===== config.mk =====
export PLATFORM = sky130hd
export DESIGN_NAME = board_state_engine
export DESIGN_NICKNAME = d
export VERILOG_FILES = /design/src/rtl/board_pkg.sv /design/src/rtl/line_run_counter.sv /design/src/rtl/board_state_engine.sv
export SDC_FILE = /design/constraint.sdc
export NUM_CORES = 1
export LEC_CHECK = 0
export CORE_MARGIN = 2
export CORE_UTILIZATION = 40
export CTS_BUF_LIST = sky130_fd_sc_hd__clkbuf_16
export DETAILED_ROUTE_END_ITERATION = 7
export DONT_BUFFER_PORTS = 1
export MAX_ROUTING_LAYER = met4
export SLEW_MARGIN = 10
export SYNTH_ARGS = -nofsm -noshare
export SYNTH_HDL_FRONTEND = slang
export SYNTH_SLANG_ARGS = --single-unit

===== constraint.sdc =====
create_clock -name clk -period 7.51 [get_ports clk]
set_input_delay 1.1265 -clock clk [delete_from_list [all_inputs] [get_ports clk]]
set_output_delay 1.1265 -clock clk [all_outputs]
set_load 0.05 [all_outputs]

===== src/rtl/board_pkg.sv =====
// Shared types and width helpers for the board state engine.
//   cell_t  : contents of one board cell (EMPTY / P1 / P2)
//   state_t : move arbiter states (IDLE / CHECK / OVER)
//   dir_t   : scan direction for the K-in-a-row check
//   ERR_*   : rejection reason codes reported on err_code
//   width_* : port/register widths derived from the board side N
package board_pkg;

  typedef enum logic [1:0] {EMPTY = 2'b00, P1 = 2'b01, P2 = 2'b10} cell_t;

  typedef enum logic [1:0] {IDLE = 2'd0, CHECK = 2'd1, OVER = 2'd2} state_t;

  typedef enum logic [1:0] {HORIZ = 2'd0, VERT = 2'd1, DIAG = 2'd2, ADIAG = 2'd3} dir_t;

  localparam logic [1:0] ERR_OCC   = 2'b01;
  localparam logic [1:0] ERR_RANGE = 2'b10;
  localparam logic [1:0] ERR_OVER  = 2'b11;

  // Row/column index width.
  function automatic int width_cw(input int n);
    return $clog2(n);
  endfunction

  // Linear cell index width (row*N+col).
  function automatic int width_aw(input int n);
    return $clog2(n * n);
  endfunction

  // Width of the occupied-cell counter, which must hold N*N itself.
  function automatic int width_ow(input int n);
    return $clog2(n * n + 1);
  endfunction

endpackage


===== src/rtl/line_run_counter.sv =====
// Combinational run detector for one direction through one cell.
//   board  : flat N*N cell array, index row*N+col
//   row/col: cell the run must pass through
//   player : owner whose run is measured
//   dir    : HORIZ, VERT, DIAG (down-right) or ADIAG (down-left)
//   hit    : run of player cells through (row,col) is at least K long
module line_run_counter
  import board_pkg::*;
#(
  parameter int N = 3,
  parameter int K = 3
) (
  input  cell_t [N*N-1:0]         board,
  input  logic  [width_cw(N)-1:0] row,
  input  logic  [width_cw(N)-1:0] col,
  input  cell_t                   player,
  input  dir_t                    dir,
  output logic                    hit
);

  localparam int AW = width_aw(N);

  int              dr, dc, fwd, bwd, r, c;
  logic            fgo, bgo;
  logic [AW-1:0]   idx;

  always_comb begin
    dr  = 0;
    dc  = 1;
    fwd = 0;
    bwd = 0;
    r   = 0;
    c   = 0;
    fgo = 1'b1;
    bgo = 1'b1;
    idx = '0;
    case (dir)
      HORIZ:   begin dr = 0; dc = 1;  end
      VERT:    begin dr = 1; dc = 0;  end
      DIAG:    begin dr = 1; dc = 1;  end
      ADIAG:   begin dr = 1; dc = -1; end
      default: begin dr = 0; dc = 1;  end
    endcase
    // Walk up to K-1 cells each way; a walk stops at the first edge or foreign cell.
    for (int i = 1; i < K; i++) begin
      r = int'(row) + i * dr;
      c = int'(col) + i * dc;
      if (fgo && r >= 0 && r < N && c >= 0 && c < N) begin
        idx = AW'(r * N + c);
        if (board[idx] == player) fwd = fwd + 1;
        else                      fgo = 1'b0;
      end else begin
        fgo = 1'b0;
      end
      r = int'(row) - i * dr;
      c = int'(col) - i * dc;
      if (bgo && r >= 0 && r < N && c >= 0 && c < N) begin
        idx = AW'(r * N + c);
        if (board[idx] == player) bwd = bwd + 1;
        else                      bgo = 1'b0;
      end else begin
        bgo = 1'b0;
      end
    end
    hit = (fwd + bwd + 1) >= K;
  end

endmodule


===== src/rtl/board_state_engine.sv =====
// N x N board store and move arbiter for the VGA game path.
//   clk, reset_n        : clock, asynchronous active-low reset
//   clear               : synchronous new-game request (overrides everything)
//   move_valid/ready    : move handshake; move_row/move_col select the cell
//   rd_addr*/rd_data*   : two zero-latency read ports (row*N+col), 00 out of range
//   turn, occupied      : next player, filled-cell count
//   result_valid        : pulse when the 4-direction check finishes
//   win/draw/winner/win_dir : sticky game outcome
//   move_err/err_code   : rejection pulse and last rejection reason
module board_state_engine
  import board_pkg::*;
#(
  parameter int N = 3,
  parameter int K = 3
) (
  input  logic                   clk,
  input  logic                   reset_n,
  input  logic                   clear,
  input  logic                   move_valid,
  output logic                   move_ready,
  input  logic [width_cw(N)-1:0] move_row,
  input  logic [width_cw(N)-1:0] move_col,
  input  logic [width_aw(N)-1:0] rd_addr0,
  input  logic [width_aw(N)-1:0] rd_addr1,
  output logic [1:0]             rd_data0,
  output logic [1:0]             rd_data1,
  output logic [1:0]             turn,
  output logic [width_ow(N)-1:0] occupied,
  output logic                   result_valid,
  output logic                   win,
  output logic                   draw,
  output logic [1:0]             winner,
  output logic [1:0]             win_dir,
  output logic                   move_err,
  output logic [1:0]             err_code
);

  localparam int CW = width_cw(N);
  localparam int AW = width_aw(N);
  localparam int OW = width_ow(N);

  state_t          state_q, state_d;
  cell_t [N*N-1:0] board_q;
  cell_t           turn_q, player_q, winner_q;
  logic [OW-1:0]   occ_q;
  logic [CW-1:0]   row_q, col_q;
  dir_t            dir_q, found_dir_q, win_dir_q;
  logic            found_q, win_q, draw_q, rv_q, err_q;
  logic [1:0]      err_code_q, rej_code;
  logic            in_range, cell_busy, board_full, run_win, hit;
  logic            accept, reject, chk_done;
  logic [AW-1:0]   mv_idx;

  line_run_counter #(.N(N), .K(K)) u_run (
    .board  (board_q),
    .row    (row_q),
    .col    (col_q),
    .player (player_q),
    .dir    (dir_q),
    .hit    (hit)
  );

  assign in_range   = (int'(move_row) < N) && (int'(move_col) < N);
  assign mv_idx     = AW'(int'(move_row) * N + int'(move_col));
  assign cell_busy  = in_range && (board_q[mv_idx] != EMPTY);
  assign board_full = (int'(occ_q) == N * N);
  // A run found in an earlier direction or in the current one both count.
  assign run_win    = found_q | hit;

  always_comb begin
    state_d  = state_q;
    accept   = 1'b0;
    reject   = 1'b0;
    rej_code = ERR_OCC;
    chk_done = 1'b0;
    case (state_q)
      IDLE: begin
        if (move_valid) begin
          if (!in_range) begin
            reject   = 1'b1;
            rej_code = ERR_RANGE;
          end else if (cell_busy) begin
            reject   = 1'b1;
            rej_code = ERR_OCC;
          end else begin
            accept  = 1'b1;
            state_d = CHECK;
          end
        end
      end
      CHECK: begin
        if (dir_q == ADIAG) begin
          chk_done = 1'b1;
          state_d  = (run_win || board_full) ? OVER : IDLE;
        end
      end
      OVER: begin
        if (move_valid) begin
          reject   = 1'b1;
          rej_code = ERR_OVER;
        end
      end
      default: state_d = IDLE;
    endcase
    // clear swallows any same-cycle move and any check in flight.
    if (clear) begin
      state_d  = IDLE;
      accept   = 1'b0;
      reject   = 1'b0;
      chk_done = 1'b0;
    end
  end

  always_ff @(posedge clk or negedge reset_n) begin
    if (!reset_n) state_q <= IDLE;
    else          state_q <= state_d;
  end

  always_ff @(posedge clk or negedge reset_n) begin
    if (!reset_n) begin
      for (int i = 0; i < N * N; i++) board_q[i] <= EMPTY;
      turn_q      <= P1;
      occ_q       <= '0;
      row_q       <= '0;
      col_q       <= '0;
      player_q    <= P1;
      dir_q       <= HORIZ;
      found_q     <= 1'b0;
      found_dir_q <= HORIZ;
      win_q       <= 1'b0;
      draw_q      <= 1'b0;
      winner_q    <= EMPTY;
      win_dir_q   <= HORIZ;
      rv_q        <= 1'b0;
      err_q       <= 1'b0;
      err_code_q  <= '0;
    end else begin
      rv_q  <= chk_done;
      err_q <= reject;
      if (reject) err_code_q <= rej_code;
      if (clear) begin
        for (int i = 0; i < N * N; i++) board_q[i] <= EMPTY;
        turn_q      <= P1;
        occ_q       <= '0;
        dir_q       <= HORIZ;
        found_q     <= 1'b0;
        found_dir_q <= HORIZ;
        win_q       <= 1'b0;
        draw_q      <= 1'b0;
        winner_q    <= EMPTY;
        win_dir_q   <= HORIZ;
      end else if (accept) begin
        board_q[mv_idx] <= turn_q;
        occ_q           <= occ_q + OW'(1);
        row_q           <= move_row;
        col_q           <= move_col;
        player_q        <= turn_q;
        dir_q           <= HORIZ;
        found_q         <= 1'b0;
      end else if (state_q == CHECK) begin
        dir_q <= dir_t'(dir_q + 2'd1);
        // First direction to hit is kept; outcome is published only at the end
        // so win, draw and turn all change together with result_valid.
        if (hit && !found_q) begin
          found_q     <= 1'b1;
          found_dir_q <= dir_q;
        end
        if (chk_done) begin
          if (run_win) begin
            win_q     <= 1'b1;
            winner_q  <= player_q;
            win_dir_q <= found_q ? found_dir_q : dir_q;
          end else if (board_full) begin
            draw_q <= 1'b1;
          end else begin
            turn_q <= (turn_q == P1) ? P2 : P1;
          end
        end
      end
    end
  end

  assign move_ready   = (state_q == IDLE) || (state_q == OVER);
  assign rd_data0     = (int'(rd_addr0) < N * N) ? board_q[rd_addr0] : EMPTY;
  assign rd_data1     = (int'(rd_addr1) < N * N) ? board_q[rd_addr1] : EMPTY;
  assign turn         = turn_q;
  assign occupied     = occ_q;
  assign result_valid = rv_q;
  assign win          = win_q;
  assign draw         = draw_q;
  assign winner       = winner_q;
  assign win_dir      = win_dir_q;
  assign move_err     = err_q;
  assign err_code     = err_code_q;

endmodule

==> results.yml, run 1 <==
power:
  p_int_w: 0.0008596
  powerDensity_nw_per_um2: 303.4
  p_seq_share_pct: 21.2
  switching_share_pct: 42.80
  combPwrFrac_pct: 62.1
  p_clk_share_pct: 16.7
  leakage_nw: 2.233
  p_switching_w: 0.0006431
  vdd_ir_drop_max_mv: 0.1800
  p_total_w: 0.001503
timing:
  skew_ns: 0.005260
  post-route-min-period_ns: 6.475
  fin_tns_setup_ns: 0
  rsz0062_at_grt: "false"
  hold_violations: 0
  layout_setup_ws_ns: 1.035
  tightest_slew_ns: 0.9766
  timing.hold.ws_ns: 0.5261
  fin_crit_sh_pct: 86.22
  finalSetupViolCount: 0
  maxSlewHeadroom_pct: 34.46
  max_freq_mhz: 154.4
  final_max_slew_viol_count: 0
setup_path:
  max_stage_delay_ns: 0.53
  slowest_stage: "fa_1"
  cp_data_arrival_time_ns: 6.70
  r2r_slack_ns: 1.04
  r2r-start: "dir_q[0]"
  rr_worst_depth: 26
  r2r-end: "turn[1]"
  crit_family: "adder cells"
  critPathMaxFanout: 7
  endpoint_kind: "flop"
  required_ns: 7.73
  critPathKind: "flop to flop"
  path_buf_inv: 6
  start_kind: "flop"
status:
  status: "completed"
floorplan:
  pin_count: 37
  initial_core_util_pct: 41.06
  die_area_um2: 12600
  coreArea_um2: 11420
  rows: 39
  die_width_um: 112.3
  fp.dieH_um: 112.3
drt:
  drc: 0
  drtIter0Drc: 180
  drt_wl_total_um: 10720
  drt_first_pass_iters: 4
  drtAntennaViolNets: 0
  viasPerCell: 5.663
  dr_total_vias: 3398
  wire_per_inst_um: 17.87
synthesis:
  ys_types: 56
  netlist_instances: 465
  syn_area_um2: 4688
  ys_seq_area_share_pct: 25.14
  async_flop_share_pct: 100.0
  yosysWarnings: 0
  yosys.area_share.adder_pct: 21.62
  synth_top_family_by_area: "adder cells"
  yosys.area.top_type: "dfrtp_1"
  yosys.area_share.xor_xnor_pct: 4.964
  yosys-top-cells-area: "dfrtp_1 24%, ha_1 15%, mux4_2 8.2%, mux2i_1 7.3%, fa_1 6.4%"
  syn_avg_cell_area_um2: 10.08
  synth_ff_type: "dfrtp_1"
  synth_edf_count: 0
  syn_nets: 553
  synth-simple-area-share_pct: 14.06
  synth_compound_area_share_pct: 8.407
  ys_seq_elements: 47
  yosysTopAreaCellShare_pct: 24.02
  muxShareOfSynthArea_pct: 19.99
grt:
  grt_pass1_wl_um: 18260
  grt_pass1_vias: 3668
  antenna_found_initial: 0
  grt_max_degree: 48
  grt-ovfl-total: 0
  gr-usage-all-layers_pct: 18.38
placement:
  place_ws_ns: 1.019
  dp_hpwl_um: 8139
  portBuffers: 0
  place.gp.congestion: 0.8799
cells_and_area:
  area_growth_pct: 5.658
  nets: 544
  top_register: "board_q"
  largest_reg_flops: 18
  drive_gt1_share_pct: 8.315
  antenna_cells: 0
clock_tree:
  post_cts_resized: 0
  tritoncts: "done"
  cts_num_sinks: 47
  insertion_delay_ns: 0.29
  cts_hold_buffers: 0
  root_buffer: "clkbuf_16"
  cts_made_buffers: 5
  post_cts_buffers: 0
  clk_pin_slew_worst_paths_ns: 0.07
  cts_htree_levels: 2
  cts_buffer_depth: 2
job:
  drv_cap: 0
worst_hold_path:
  hold_class: "primary input to asynchronous set/reset pin"
==> worst max path at each step <==
stage | from | to | cells past startpoint
floorplan | dir_q[0] | turn[1] | 26
global placement | dir_q[1] | turn[1] | 25
detailed placement | dir_q[0] | turn[1] | 26
CTS | dir_q[0] | turn[1] | 26
global route | dir_q[0] | turn[1] | 26
finish | dir_q[0] | turn[1] | 26
==> layout by cell type, fill, tap and decap left out, types with 3 or more instances in the layout <==
cell type,instances
o22ai_1,6
mux4_1,4
mux2_4,5
mux2i_1,34
mux4_2,17
o21ai_0,6
a21oi_1,25
nor3_1,10
xnor2_1,19
nor2_1,52
a211oi_1,3
nor2b_1,8
o21ai_1,4
nand2b_1,6
nand3b_1,4
ha_1,57
nor4b_1,4
xor2_1,5
nand3_1,4
inv_1,52
nand2_1,17
dfrtp_1,45
clkbuf_16,5
fa_1,15
==> synth_stat cells, drive strengths merged (10+ instances only) <==
| master | instances |
|---|---|
| xnor2 | 19 |
| a21oi | 25 |
| inv | 52 |
| nor2 | 52 |
| fa | 15 |
| o21ai | 10 |
| dfrtp | 45 |
| mux2i | 34 |
| nand2 | 17 |
| nor2b | 10 |
| ha | 57 |
| nor3 | 10 |
| mux4 | 21 |
==> layout make-up <==
cell class              count  area, µm²
fillers                  1118       6465
clock buffers               5      125.1
inverters                  52      195.2
clock inverters             3      38.79
flip-flops and latches     47       1179
well taps                 143      178.9
multi-input cells         350       3237
==> power by group through the flow <==
stage | clock, W | sequential [W] | combinational, W
3_5_place_dp | 0 | 0.000323 | 0.000941
3_3_place_gp | 0 | 0.000322 | 0.000920
6_report | 0.000250 | 0.000319 | 0.000934
2_1_floorplan | 0 | 0.000309 | 0.000778
5_1_grt | 0.000263 | 0.000322 | 0.00105
4_1_cts | 0.000253 | 0.000318 | 0.000946
==> logic make-up after synthesis <==
group / after synthesis
mux: 63
flops: 47
fa+ha+maj: 72
xor+xnor: 25
simple gates: 127
compound gates: 63
buf+inv: 68
==> layer usage <==
layer  routed length (µm)  track usage (%)  part of all wire [%]  vias up
met5                    0                -                     0        -
met4                  150            5.203                   1.4        0
met3                  581            2.484                   5.4       11
met2                 5171            29.80                    48       83
met1                 4818            24.36                    45     1694
li1                     -                -                     -     1610
==> worst register-to-register path, cell delays in order (launching register included) <==
cell,delay (ns)
dfrtp_1,0.48
inv_1,0.10
ha_1,0.27
inv_1,0.24
ha_1,0.24
ha_1,0.25
inv_1,0.06
ha_1,0.17
inv_1,0.07
fa_1,0.53
inv_1,0.06
fa_1,0.42
xor2_1,0.16
xnor2_1,0.27
mux2i_1,0.27
xor2_1,0.11
nor4_1,0.28
ha_1,0.27
o311ai_0,0.35
ha_1,0.21
inv_1,0.05
fa_1,0.46
a211oi_1,0.39
nor2b_1,0.23
nand2_1,0.11
mux2_2,0.28
nor2_1,0.08
==> per-stage QoR <==
stage | cells | cell area [µm²] | util [%]
finish | 600 | 4954 | 43.38
global route | 600 | 4954 | 43.38
CTS | 600 | 4954 | 43.38
detailed placement | 592 | 4790 | 41.95
global placement | 592 | 4790 | 41.95
floorplan | 465 | 4688 | -
(Power assumes the default switching activity.)
==> inputs of run 2 (changes only) <==
SYNTH_HIERARCHICAL = 1   (was not set)
==> results.yml, run 2 <==
status:
  status: "completed"
drt:
  wire_per_inst_um: 18.62
  drt_first_pass_iters: 4
  drt_wl_total_um: 11660
  drc: 0
  dr_total_vias: 3691
  drtIter0Drc: 143
  drtAntennaViolNets: 0
  viasPerCell: 5.896
placement:
  portBuffers: 0
  place.gp.congestion: 0.8348
  dp_hpwl_um: 9017
  place_ws_ns: 0.7224
synthesis:
  ys_seq_elements: 47
  yosys-top-cells-area: "dfrtp_1 23%, ha_1 14%, mux2i_1 8.4%, mux4_2 7.8%, fa_1 6.2%"
  ys_types: 71
  async_flop_share_pct: 100.0
  syn_nets: 575
  yosys.area.top_type: "dfrtp_1"
  yosysWarnings: 6
  yosysTopAreaCellShare_pct: 23.07
  synth_edf_count: 0
  syn_area_um2: 4882
  yosysMostFrequentCell: "ha_1"
  syn_avg_cell_area_um2: 9.964
  synth_ff_type: "dfrtp_1"
  netlist_instances: 490
  synthTopCellsByCount: "54 x ha_1, 45 x dfrtp_1, 41 x mux2i_1, 41 x nand2_1, 36 x inv_1"
  ys_seq_area_share_pct: 24.14
setup_path:
  critPathMaxFanout: 9
  start_kind: "flop"
  cp_data_arrival_time_ns: 6.96
  critPathKind: "flop to flop"
  required_ns: 7.66
  endpoint_kind: "flop"
  r2r-start: "dir_q[1]"
  cp-startpoint: "dir_q[1]"
clock_tree:
  root_buffer: "clkbuf_16"
  cts_made_buffers: 5
  post_cts_buffers: 0
  insertion_delay_ns: 0.29
  clk_pin_slew_worst_paths_ns: 0.06
  tritoncts: "done"
  cts_buffer_depth: 2
  post_cts_resized: 0
  cts_num_sinks: 47
  cts_htree_levels: 2
  cts_hold_buffers: 0
worst_hold_path:
  hold_class: "primary input to asynchronous set/reset pin"
cells_and_area:
  mostFrequentLayoutCells: "54 x ha_1, 45 x dfrtp_1, 41 x mux2i_1, 41 x nand2_1, 37 x inv_1"
  nets: 564
  top_register: "board_q"
  layout_commonest_cell: "ha_1"
  area_growth_pct: 5.177
  largest_reg_flops: 18
  drive_gt1_share_pct: 9.395
  antenna_cells: 0
  fillCellCount: 1140
  final_core_util_pct: 42.93
floorplan:
  pin_count: 37
  coreArea_um2: 11960
  die_area_um2: 13110
  initial_core_util_pct: 40.82
  fp.dieH_um: 114.5
  rows: 40
  die_width_um: 114.5
timing:
  post-route-min-period_ns: 6.818
  skew_ns: 0.004374
  timing.hold.ws_ns: 0.5275
  maxSlewHeadroom_pct: 35.28
  fin_crit_sh_pct: 90.78
  tightest_slew_ns: 0.9644
  fin_tns_setup_ns: 0
  hold_violations: 0
  layout_setup_ws_ns: 0.6923
  rsz0062_at_grt: "false"
  finalSetupViolCount: 0
  max_freq_mhz: 146.7
  final_max_slew_viol_count: 0
power:
  leakage_nw: 2.270
  p_seq_share_pct: 18.1
  p_int_w: 0.0009981
  p_switching_w: 0.0008294
  switching_share_pct: 45.39
  combPwrFrac_pct: 68.5
  p_total_w: 0.001828
  vdd_ir_drop_max_mv: 0.1778
  powerDensity_nw_per_um2: 355.9
  p_clk_share_pct: 13.5
grt:
  grt_pass1_vias: 3932
  antenna_found_initial: 0
  grt_pass1_wl_um: 19880
  grt_max_degree: 48
  gr-usage-all-layers_pct: 19.47
  grt-ovfl-total: 0
job:
  drv_cap: 0
-- run 2: cell count changes after synthesis, sizes merged, moves of 5 or more --
cell	previous run	this run
nand2	17	41
nor2	52	28
a21oi	25	9
inv	52	37
nand3	4	13
mux2i	34	41
o2bb2ai	0	6
o22ai	6	1
-- run 2: final timing paths --
kind,to,slack [ns],cells after the start
worst min register to register,found_dir_q[0],0.55,2
worst max register to register,winner[1],0.69,21
max in group asynchronous,player_q[0],6.81,0
worst min-delay path,result_valid,0.53,0
worst max-delay path,winner[1],0.69,21
min in group clk,found_dir_q[0],0.55,2
-- run 2: cells by family after synthesis --
group / Yosys count / synth area share (%)
buffers and inverters: 56 / 4.767
AND/OR/NAND/NOR: 163 / 18.53
adder cells (fa/ha/maj): 69 / 19.99
AO/OA/AOI/OAI: 67 / 9.841
flip-flops: 47 / 24.14
multiplexers: 68 / 18.86
XOR/XNOR: 20 / 3.870
-- run 2: final cells by class --
cell class / instances / area (µm²) / area share [%]
flip-flops and latches: 47 / 1179 / 22.95
clock buffers: 5 / 125.1 / 2.437
multi-input cells: 387 / 3471 / 67.59
well taps: 147 / 183.9 / 3.582
inverters: 38 / 142.6 / 2.778
clock inverters: 2 / 33.78 / 0.6579
-- run 2: metrics by stage --
stage,instance area [µm²],cells
6_report,5135,626
5_1_grt,5135,626
4_1_cts,5135,626
3_5_place_dp,4976,619
3_3_place_gp,4976,619
2_1_floorplan,4882,490
-- run 2: worst max-delay path, stage by stage, from the launching register on --
cell and delay (ns):
dfrtp_1 0.45, nand2b_1 0.30, ha_1 0.26, fa_1 0.40, ha_1 0.34, fa_1 0.53
inv_1 0.06, fa_1 0.44, xor2_1 0.16, xnor2_1 0.43, and4b_1 0.27, a311o_1 0.28
and3b_1 0.22, ha_1 0.12, o21ai_0 0.07, or3b_1 0.38, ha_1 0.20, fa_1 0.48
o21ai_0 0.21, or2_2 0.37, a31oi_1 0.52, o21ai_0 0.18
-- run 2: power groups by stage --
stage / logic, W / clock network, W / registers, W
final: 0.00125 / 0.000246 / 0.000330
after CTS: 0.00126 / 0.000252 / 0.000330
after detailed placement: 0.00126 / 0 / 0.000335
after global placement: 0.00124 / 0 / 0.000333
after floorplan: 0.00104 / 0 / 0.000319
after global routing: 0.00141 / 0.000261 / 0.000335
-- run 2: layer usage --
metal  wire, µm  global-route usage [%]
met5          0                       -
met4        236                   5.772
met3        495                   2.223
met2       5797                   32.74
met1       5127                   24.76
